### config.mk
export PLATFORM = sky130hd
export DESIGN_NAME = dram_line_reader
export DESIGN_NICKNAME = d
export VERILOG_FILES = /design/src/rtl/dram_line_reader.sv
export SDC_FILE = /design/constraint.sdc
export NUM_CORES = 1
export LEC_CHECK = 0
export ABC_AREA = 0
export CAP_MARGIN = 20
export CORE_MARGIN = 10
export CORE_UTILIZATION = 51
export DETAILED_ROUTE_END_ITERATION = 10
export PLACE_DENSITY = 0.85
export SETUP_SLACK_MARGIN = 0.2
export SLEW_MARGIN = 20
export SYNTH_ARGS = -nofsm -noshare
export SYNTH_HDL_FRONTEND = slang
export SYNTH_SLANG_ARGS = --single-unit
### constraint.sdc
create_clock -name i_clk -period 7 [get_ports i_clk]
set_clock_uncertainty 0.1 [all_clocks]
set_input_delay 1.4 -clock i_clk [delete_from_list [all_inputs] [get_ports i_clk]]
set_output_delay 1.4 -clock i_clk [all_outputs]
set_load 0.005 [all_outputs]
### src/rtl/dram_line_reader.sv
// AXI4 read master: splits a kick request into 4 KB-safe INCR bursts and
// streams the returned 32-bit words out as buf_dout/buf_we.
module dram_line_reader #(
    parameter int MAX_BURST = 256
) (
    input  logic        i_clk,
    input  logic        i_rst_n,
    input  logic        i_kick,
    input  logic [31:0] i_read_addr,
    input  logic [31:0] i_read_num,
    output logic        o_busy,
    output logic [31:0] o_buf_dout,
    output logic        o_buf_we,
    output logic        o_rd_err,
    output logic [31:0] o_m_axi_araddr,
    output logic [7:0]  o_m_axi_arlen,
    output logic [2:0]  o_m_axi_arsize,
    output logic [1:0]  o_m_axi_arburst,
    output logic        o_m_axi_arvalid,
    input  logic        i_m_axi_arready,
    input  logic [31:0] i_m_axi_rdata,
    input  logic [1:0]  i_m_axi_rresp,
    input  logic        i_m_axi_rlast,
    input  logic        i_m_axi_rvalid,
    output logic        o_m_axi_rready
);

    typedef enum logic [1:0] {S_IDLE, S_CALC, S_ADDR, S_DATA} state_t;

    state_t      r_state;
    state_t      w_next;
    logic        r_kick_d;
    logic [31:0] r_addr;
    logic [31:0] r_remain;
    logic [7:0]  r_bcnt;
    logic [7:0]  r_arlen;
    logic [31:0] r_araddr;
    logic [31:0] r_buf_dout;
    logic        r_buf_we;
    logic        r_rd_err;

    logic        w_start;
    logic        w_beat;
    logic        w_last_beat;
    logic [10:0] w_to4k;
    logic [10:0] w_lim;
    logic [10:0] w_beats;
    logic [8:0]  w_burst_len;

    assign w_start     = i_kick & ~r_kick_d & (i_read_num != 32'd0);
    assign w_to4k      = 11'd1024 - {1'b0, r_addr[11:2]};
    assign w_lim       = (11'(MAX_BURST) < w_to4k) ? 11'(MAX_BURST) : w_to4k;
    assign w_beats     = (r_remain < {21'd0, w_lim}) ? r_remain[10:0] : w_lim;
    assign w_burst_len = {1'b0, r_arlen} + 9'd1;
    assign w_beat      = (r_state == S_DATA) & i_m_axi_rvalid;
    assign w_last_beat = w_beat & (r_bcnt == r_arlen);

    assign o_buf_dout      = r_buf_dout;
    assign o_buf_we        = r_buf_we;
    assign o_rd_err        = r_rd_err;
    assign o_m_axi_araddr  = r_araddr;
    assign o_m_axi_arlen   = r_arlen;
    assign o_m_axi_arsize  = 3'b010;
    assign o_m_axi_arburst = 2'b01;

    always_comb begin
        w_next          = r_state;
        o_busy          = 1'b1;
        o_m_axi_arvalid = 1'b0;
        o_m_axi_rready  = 1'b0;
        case (r_state)
            S_IDLE: begin
                o_busy = 1'b0;
                if (w_start) begin
                    w_next = S_CALC;
                end
            end
            S_CALC: begin
                w_next = S_ADDR;
            end
            S_ADDR: begin
                o_m_axi_arvalid = 1'b1;
                if (i_m_axi_arready) begin
                    w_next = S_DATA;
                end
            end
            S_DATA: begin
                o_m_axi_rready = 1'b1;
                // remain already excludes the current burst, so zero means done
                if (w_last_beat) begin
                    w_next = (r_remain == 32'd0) ? S_IDLE : S_CALC;
                end
            end
            default: w_next = S_IDLE;
        endcase
    end

    always_ff @(posedge i_clk) begin
        if (!i_rst_n) begin
            r_state    <= S_IDLE;
            r_kick_d   <= 1'b0;
            r_addr     <= 32'd0;
            r_remain   <= 32'd0;
            r_bcnt     <= 8'd0;
            r_arlen    <= 8'd0;
            r_araddr   <= 32'd0;
            r_buf_dout <= 32'd0;
            r_buf_we   <= 1'b0;
            r_rd_err   <= 1'b0;
        end else begin
            r_state    <= w_next;
            r_kick_d   <= i_kick;
            r_buf_dout <= i_m_axi_rdata;
            r_buf_we   <= w_beat;
            case (r_state)
                S_IDLE: begin
                    if (w_start) begin
                        r_addr   <= i_read_addr & 32'hFFFF_FFFC;
                        r_remain <= i_read_num;
                    end
                end
                S_CALC: begin
                    r_araddr <= r_addr;
                    r_arlen  <= 8'(w_beats - 11'd1);
                end
                S_ADDR: begin
                    if (i_m_axi_arready) begin
                        r_addr   <= r_addr + {21'd0, w_burst_len, 2'b00};
                        r_remain <= r_remain - {23'd0, w_burst_len};
                        r_bcnt   <= 8'd0;
                    end
                end
                S_DATA: begin
                    // termination follows the beat count; rlast is only audited
                    if (w_beat) begin
                        r_bcnt <= r_bcnt + 8'd1;
                        if ((i_m_axi_rresp != 2'b00) ||
                            (i_m_axi_rlast != (r_bcnt == r_arlen))) begin
                            r_rd_err <= 1'b1;
                        end
                    end
                end
                default: ;
            endcase
        end
    end

endmodule

# --- Word level (Yosys, flattened, before mapping) ---
# Index checks and enable logic that the tools add are counted.
totals:
  ff_bits: 149
  input_bits: 104
  out_inout_bits: 82
  wordCells: 62
op_classes:
  n_addsub: 6
  magnitude_cmp: 2
  n_eq_ne: 9
  mux: 19
  bitwise: 5
  reduce_logical: 11
op_table:
  columns: ["op", "n"]
  rows:
  - ["32-bit two-way mux", 4]
  - ["32-bit one-hot mux with 2 select lines", 2]
  - ["32-bit by 11-bit adder with 32-bit output", 1]
  - ["32-bit logical NOT", 1]
  - ["32-bit by 11-bit less-than comparator with 1-bit output", 1]
  - ["32-bit nonzero test", 1]
  - ["32-bit by 9-bit subtractor with 32-bit output", 1]
  - ["8-bit two-way mux", 3]
  - ["8-bit one-hot mux with 2 select lines", 1]
  - ["3-bit AND reduction", 4]
  - ["9-bit by 11-bit less-than comparator with 1-bit output (first input constant)", 1]
  - ["11-bit two-way mux", 1]
  - ["11-bit by 10-bit subtractor with 11-bit output (first input constant)", 1]
  - ["8-bit by 1-bit adder with 9-bit output (second input constant)", 1]
  - ["8-bit by 1-bit adder with 8-bit output (second input constant)", 1]
  - ["8-bit equality test", 1]
  - ["2-bit != test (second input constant)", 4]
  - ["2-bit one-hot mux with 4 select lines", 1]
  - ["8-bit by 1-bit subtractor with 8-bit output (second input constant)", 1]
  - ["2-bit two-way mux", 3]
  - ["2-bit nonzero test", 3]
  - ["1-bit AND", 4]
  - ["2-bit equality test (second input constant)", 2]
  - ["1-bit two-way mux", 4]
  - ["other kinds (5)", 5]

# --- Longest topological paths before layout ---
logic_depth:
  depth_word: 6
  mapped_depth: 24
  mapped_depth_nobuf: 21

# --- Least setup slack after synthesis ---
# OpenSTA, ideal clock, no wires.
synth_timing:
  path_kind: "reg2reg"
  start: "reg r_addr[2]"
  end: "reg r_arlen[6], in the netlist o_m_axi_arlen[6]"
  t_arrival_ns: 4.883
  required_ns: 6.821
  setup_slack_ns: 1.938
  stages_incl_launch_ff: 25
  path_buffers: 3
  period_less_slack_ns: 5.062
  cell_sequence: "dfxtp_1 > clkbuf_1 > inv_1 > ha_1 > or4b_2 > clkbuf_1 > o21ai_0 > o21ai_0 > a32o_1 > nand2_1 > ha_1 > o211ai_1 > a31oi_1 > a211oi_1 > o2111a_1 > buf_2 > nor2_1 > a21oi_1 > ha_1 > inv_1 > or3_1 > nor3_1 > xor2_1 > nand4_1 > o211ai_1"
synth_via:
  elab_chain_len: 6
synth_rtl:
  columns: ["item", "line", "rtl"]
  rows:
  - ["start, declared", "33", "logic [31:0] r_addr;"]
  - ["start signal, assigned", "118", "r_addr <= i_read_addr & 32'hFFFF_FFFC;"]
  - ["start signal, assigned", "128", "r_addr <= r_addr + {21'd0, w_burst_len, 2'b00};"]
  - ["11-bit by 10-bit subtractor with 11-bit output *", "51", "assign w_to4k = 11'd1024 - {1'b0, r_addr[11:2]};"]
  - ["9-bit by 11-bit less-than comparator with 1-bit output", "52", "assign w_lim = (11'(MAX_BURST) < w_to4k) ? 11'(MAX_BURST) : w_to4k;"]
  - ["11-bit two-way mux *", "52", null]
  - ["32-bit by 11-bit less-than comparator with 1-bit output", "53", "assign w_beats = (r_remain < {21'd0, w_lim}) ? r_remain[10:0] : w_lim;"]
  - ["8-bit two-way mux *", "53", null]
  - ["8-bit by 1-bit subtractor with 8-bit output *", "124", "r_arlen <= 8'(w_beats - 11'd1);"]
  - ["end signal, assigned", "124", null]
  - ["end, declared", "36", "logic [7:0] r_arlen;"]
# Mark *: on every way between the ends. The rest lies on a longest branch, timed or not.
# A chain may end at the register's enable or synchronous reset.

# --- Worst setup path after layout ---
# Same ends and word-level chain as after synthesis.

==> key figures <==
Run
  – MaxCap Viol Count: 0

Global routing
  – Initial antenna violation count: 0
  – GRT met2 Usage: 0.369
  – Met1 usage in global routing: 0.282
  – Most Crowded Layer GR: met2
  – Vias in the first global route: 7842
  – Largest net degree at the start of global routing: 80
  – First-pass GRT wire length: 41200 um
  – GRT Util Overall: 0.227
  – GRT met3 Usage: 0.0707
  – Total grt overflow: 0

STA
  – Ratio of final minimum period to clock period: 0.838
  – Unrepaired setup endpoints after global routing: false
  – FMAX: 171 MHz
  – Minimum clock period: 5.87 ns
  – Max-slew violation count: 0
  – WHS: 0.396 ns
  – Final Hold Fails: 0
  – Final setup vio count: 0
  – Max-Slew Margin vs Limit: 0.471
  – Final setup TNS: 0 ns
  – Worst Max-Slew Pin Slew: 0.794 ns

Pwr
  – Worst vdd ir: 0.274 mV
  – Power Density: 444 nW/um2
  – LEAKAGE: 4.05 nW

Drt
  – DRC violation count after routing: 0
  – Iteration-0 DRC Markers: 932
  – Vias per cell: 5.99
  – DR pass1 iterations: 8
  – DRT antenna net count: 0
  – DR vias: 8252
  – DR WL/cell: 19.0 um
  – Final WL: 26100 um

Synthesis
  – Sequential-to-total area share from yosys stat: 0.346
  – Synth Area in XOR/XNOR: 0.0460
  – Synth Register Bits: 145
  – Gate Count Post-Synth: 1018
  – Synth warnings: 0
  – Syn Std Cell Area: 8390 um2
  – Simple-gate share of the synthesized area: 0.218
  – Share of flip-flops with an asynchronous set or reset: 0
  – Post-synthesis compound-gate area fraction: 0.218
  – Adder-cell share of the synthesized area: 0.0585
  – Number of synthesized flops with an enable pin: 0
  – Main combinational cell family by area after synthesis: simple AND/OR/NAND/NOR gates
  – Area share of the largest cell type after synthesis: 0.346
  – Cell taking the most area after synthesis: dfxtp_1
  – Syn avg cell area: 8.24 um2
  – Dominant synthesized flop cell: dfxtp_1
  – Yosys cell types: 69
  – Largest cells by area after synthesis: dfxtp_1 35%, mux2i_1 5.5%, ha_1 5.4%
  – Post-synthesis mux area share: 0.0576

Worst setup path
  – WS Path Type: flip-flop to flip-flop
  – Critical path peak fanout: 15
  – CP cell instances: inv_1 -> ha_1 -> or4b_2 -> o21ai_0 -> o21ai_0 -> a32o_1 -> nand2_1 -> ha_1 -> o211ai_1 -> a31oi_1 -> a211oi_1 -> o2111a_1 -> mux2i_1 -> ha_1 -> inv_1 -> or3_1 -> nor3_1 -> xor2_1 -> nand4_1 -> o211ai_1
  – Reg-to-Reg End: o_m_axi_arlen[6]
  – Worst setup SP type: flip-flop
  – CP arrival: 6.12 ns
  – CP Capture Type: flip-flop
  – Critical path launch point: r_addr[2]
  – Critical path's slowest cell: or4b_2
  – Top cell by count, worst path: ha_1
  – Critical Path Sink: o_m_axi_arlen[6]
  – FF-to-FF setup slack: 1.13 ns
  – WP data required: 7.25 ns
  – R2R cell count: 20
  – CP max stage delay: 0.73 ns
  – Reg2reg start: r_addr[2]

Hold path
  – Min-delay worst type: flip-flop to flip-flop

Clock tree
  – CTS sink cnt: 145
  – Max Buffers Root-to-Sink: 2
  – Later-pin clock latency in the skew report: 0.43 ns
  – Reg clk slew, reported paths: 0.06 ns
  – TritonCTS clock tree: done
  – Root buffer cell: clkbuf_16
  – CTS H-tree lvls: 4
  – Post-cts gate resize count: 0
  – Cts hold-fix bufs: 0
  – Setup Fix Bufs, Post-CTS: 0
  – CTS buffer count: 17

Floorplanning
  – Core Region: 16000 um2
  – Die H: 148 um
  – Die ar.: 22000 um2
  – Starting Density: 0.524
  – Chip width: 148 um
  – Num ports: 186
  – Std cell rows: 46

Cells and area
  – Share of layout cells above drive strength 1: 0.0517
  – Fill cells: 1306
  – Final Util: 0.677
  – Most frequent cells in the layout: 175 x clkdlybuf4s50_1, 145 x dfxtp_1, 91 x nor2_1
  – NumNets Final: 1290
  – Synth-to-Final Area Change: 29.2%
  – Final Non-Filler Cells: 1377
  – Commonest non-fill, non-tap cell in the layout: clkdlybuf4s50_1
  – Fin area: 10800 um2
  – Diodes inserted: 0

Placed design
  – Placed Area: 10200 um2
  – IO Port Bufs: 176
  – Placed cell count: 1345
  – GP Congestion: 0.929
  – DP HPWL: 18500 um

Status
  – Status: finished, final reports clean
[sequential cells by signal (all words and copies together) (netlist names), 2 cells and up]
name,cells
o_m_axi_arlen,8
o_m_axi_araddr,30
o_buf_dout,32
r_addr,30
r_remain,32
r_state,2
r_bcnt,8
[cells by family after synthesis]
| group | after synthesis |
|---|---|
| flip-flops | 145 |
| AO/OA/AOI/OAI | 269 |
| adder cells (fa/ha/maj) | 38 |
| buffers and inverters | 115 |
| multiplexers | 48 |
| other | 2 |
| AND/OR/NAND/NOR | 357 |
| XOR/XNOR | 44 |
[routing by layer]
metal  wire, um  up-vias  share of wire
met1      11100     3864           0.43
met4        506        0          0.019
li1           -     3978              -
met3       2250       35          0.086
met2      12200      375           0.47
met5          0        -              0
[cells in the mapped netlist (4+ instances only)]
cell	instances
or3_1	16
o32ai_1	5
nor3_1	31
a2111oi_0	4
xnor2_1	27
o21ai_0	48
nand4_1	14
nand3_1	28
mux2i_1	46
a21o_1	7
o22ai_1	11
a31oi_1	15
o311ai_0	6
nor2_1	91
or4_1	4
clkbuf_1	61
and4_1	4
a22oi_1	7
inv_1	35
nand2b_1	4
o31ai_1	4
dfxtp_1	145
xor2_1	17
a211oi_1	36
buf_1	9
and3_1	16
and2_1	41
o21a_1	9
nor2b_1	10
ha_1	36
nand3b_1	4
o211ai_1	16
a21oi_1	53
o221a_2	4
buf_4	7
nand2_1	61
a311oi_1	8
nor4_1	20
a211o_1	4
[area by class of cell]
class	count	area (um2)	share of cell area
Clock buffer	19	443	0.0409
Sequential cell	145	2900	0.268
Clock inverter	13	208	0.0192
Timing Repair Buffer	183	1810	0.167
Multi-Input combinational cell	765	5070	0.468
Inverter	36	135	0.0125
Tap cell	216	270	0.0249
[worst max-delay path, delay by kind of cell (launching register included)]
family	cells	cell delay, ns
mux	1	0.31
fa+ha+maj	3	0.77
simple gates	5	1.52
xor+xnor	1	0.17
flops	1	0.43
buf+inv	2	0.20
compound gates	8	2.25
[worst min path at each step]
stage	from	to	slack [ns]	depth (start not counted)
5_1_grt	r_remain[19]	r_remain[19]	0.41	2
2_1_floorplan	r_remain[19]	r_remain[19]	0.35	2
3_5_place_dp	r_remain[19]	r_remain[19]	0.38	2
6_report	o_rd_err	o_rd_err	0.40	1
3_3_place_gp	o_rd_err	o_rd_err	0.37	1
4_1_cts	r_remain[26]	r_remain[26]	0.40	2
[metrics by stage]
stage          power (W)  worst slack (ns)
2_1_floorplan    0.00306              1.94
3_3_place_gp     0.00367              1.37
3_5_place_dp     0.00374              1.29
4_1_cts          0.00477              1.23
5_1_grt          0.00512             0.712
6_report         0.00481              1.13
[power by group]
part	switching (W)	total (W)	internal, W
Combinational	0.00142	0.00245	0.00103
Sequential	0.000302	0.00134	0.00104
Clock	0.000371	0.00101	0.000642
Total	0.00209	0.00481	0.00272
Note: power is estimated with default switching activity, not from simulation.
==> edit, RTL diff (config.mk and constraints unchanged) <==
Put one more register stage on the output `o_rd_err`, cleared by the reset. The value now appears one clock later. The other outputs are not delayed to match.
--- a/src/rtl/dram_line_reader.sv
+++ b/src/rtl/dram_line_reader.sv
@@ -57,7 +57,13 @@
 
     assign o_buf_dout      = r_buf_dout;
     assign o_buf_we        = r_buf_we;
-    assign o_rd_err        = r_rd_err;
+    always_ff @(posedge i_clk) begin
+        if (!i_rst_n) begin
+            o_rd_err <= '0;
+        end else begin
+            o_rd_err <= r_rd_err;
+        end
+    end
     assign o_m_axi_araddr  = r_araddr;
     assign o_m_axi_arlen   = r_arlen;
     assign o_m_axi_arsize  = 3'b010;
Check against the original RTL: not equivalent (Yosys sat finds a counterexample within 10 cycles, from zero or initial values and one cycle with i_rst_n low).
==> edit against the original RTL <==
  * Total power is 1.5% lower
  * Sequential cell count rose by 1
  * First-iteration DRC count shrank 35%
  * Worst setup slack improved by 0.47 ns
  * Non-clock buffer count is 2 higher
  * Wire length shrank 4.5%
  * Area after synthesis fell by 0.75%
  * Critical path type unchanged
  * Final area is 0.55% lower
  * Worst hold slack got worse by 0.034 ns
==> edit: results (changes against the original RTL) <==
vias in the first global route=7803 (-0.50%); global-route wire length before repair=40200 um (-2.6%); Hold WC Path Type=reg2reg; CP max FO=9 (-6); Max VDD drop=0.253 mV (-7.8%); antenna violations before repair=0 (unchanged); Hold Crit Start=r_rd_err; Gate Count Post-Synth=998 (-2.0%); Clk Latency, worst-skew pair=0.43 ns (about the same); First-pass DRT Iterations=5 (-3); ANT cells=0 (unchanged); Total Neg Setup Slack=0 ns (unchanged); via count=8065 (-2.3%); largest cells by area after synthesis=dfxtp_1 (35%), mux2i_1 (6.5%), ha_1 (5.4%); CP startpoint=r_addr[3]; Synth top cells by count=dfxtp_1 (146), nor2_1 (111), o21ai_0 (61); Resized cells post-CTS=0 (unchanged); htree depth=4 (unchanged); clock buffer count from CTS=17 (unchanged); largest net degree at the start of global routing=68 (-15%); initial drt markers=610 (-35%); DRT Wirelength=24900 um (-4.5%); non-filler cells, final=1375 (-0.15%); Yosys cell types=81 (+17%); hpwl dp=18100 um (-2.2%); Pint=2680 uW (-1.2%); register area share after synthesis=35.1% (+0.50 points); placed insts=1343 (-0.15%); Root Buffer=clkbuf_16; clk slew on worst S/H paths=0.06 ns (about the same); Leak Pwr=0.00416 uW (+2.6%); status=finished clean; measured slew at the worst slew-check pin=0.822 ns (+0.0274 ns); synth warn=0 (unchanged); Crit path arrival time=5.59 ns (-0.53 ns); buffer count from post-CTS setup fixing=0 (unchanged); GP Congestion=0.939 (+1.1%); number of buffers added on ports=176 (unchanged); Longest Clk Path Bufs=2 (unchanged); layout cells sized above 1=5.95% (+0.79 points); Post-synth ARST share=0% (unchanged); Post-DP Area=0.0101 mm2 (-0.39%); gr usage total=22.3% (-0.38 points)
[edit: stage by stage]
stage	worst slack [ns]	util [%]
2_1_floorplan	2.23	-
3_3_place_gp	1.68	63.6
3_5_place_dp	1.70	63.6
4_1_cts	1.66	67.5
5_1_grt	1.26	67.6
6_report	1.60	67.6
[edit: kinds of logic after synthesis]
family          synth area share (%)
buf+inv                         5.19
mux                             6.49
simple gates                    22.5
xor+xnor                        5.05
flops                           35.1
other cells                   0.0902
fa+ha+maj                       5.89
compound gates                  19.7
[edit: power by group through the flow]
stage	Combinational, uW	Clock, uW	Sequential [uW]
CTS	2410	979	1320
global placement	2340	0	1330
global route	2700	1010	1360
finish	2430	970	1330
floorplan	1830	0	1240
detailed placement	2390	0	1330
[edit: path summary, 6_finish.rpt]
path                      endpoint  slack [ns]  cells after the start
hold / removal            o_rd_err        0.36                      1
hold reg to reg           o_rd_err        0.36                      1
setup reg to reg  o_m_axi_arlen[6]        1.60                     21
setup / recovery  o_m_axi_arlen[6]        1.60                     21
[edit: area by class of cell]
class                      instances  area, um2
clock inverter                     9        126
multi-input combinational        765       5020
timing repair buffer             185       1820
sequential                       146       2920
clock buffer                      23        498
tap                              216        270
fill                            1307       5170
inverter                          31        116
[edit: routing by layer]
layer / global-route usage [%] / vias to the layer above / part of all wire, %
li1: - / 3907 / -
met1: 27.6 / 3760 / 41
met2: 35.9 / 341 / 47
met3: 6.23 / 57 / 8.4
met4: 9.32 / 0 / 2.8
met5: 0 / - / 0
[edit: worst max-delay path, cell delays in order (launching register included)]
cell      delay, ns
dfxtp_1        0.40
inv_1          0.09
ha_1           0.27
or4b_1         0.57
or4_4          0.53
o21ai_2        0.29
nand3_1        0.27
ha_1           0.39
a211oi_1       0.25
o21ai_0        0.16
nor4_1         0.31
a21oi_2        0.12
nor2_2         0.34
nor2_1         0.09
a21oi_1        0.14
ha_1           0.25
inv_1          0.09
nor2_1         0.13
xnor2_1        0.13
nor3_1         0.06
a221oi_1       0.23
nor2_1         0.06
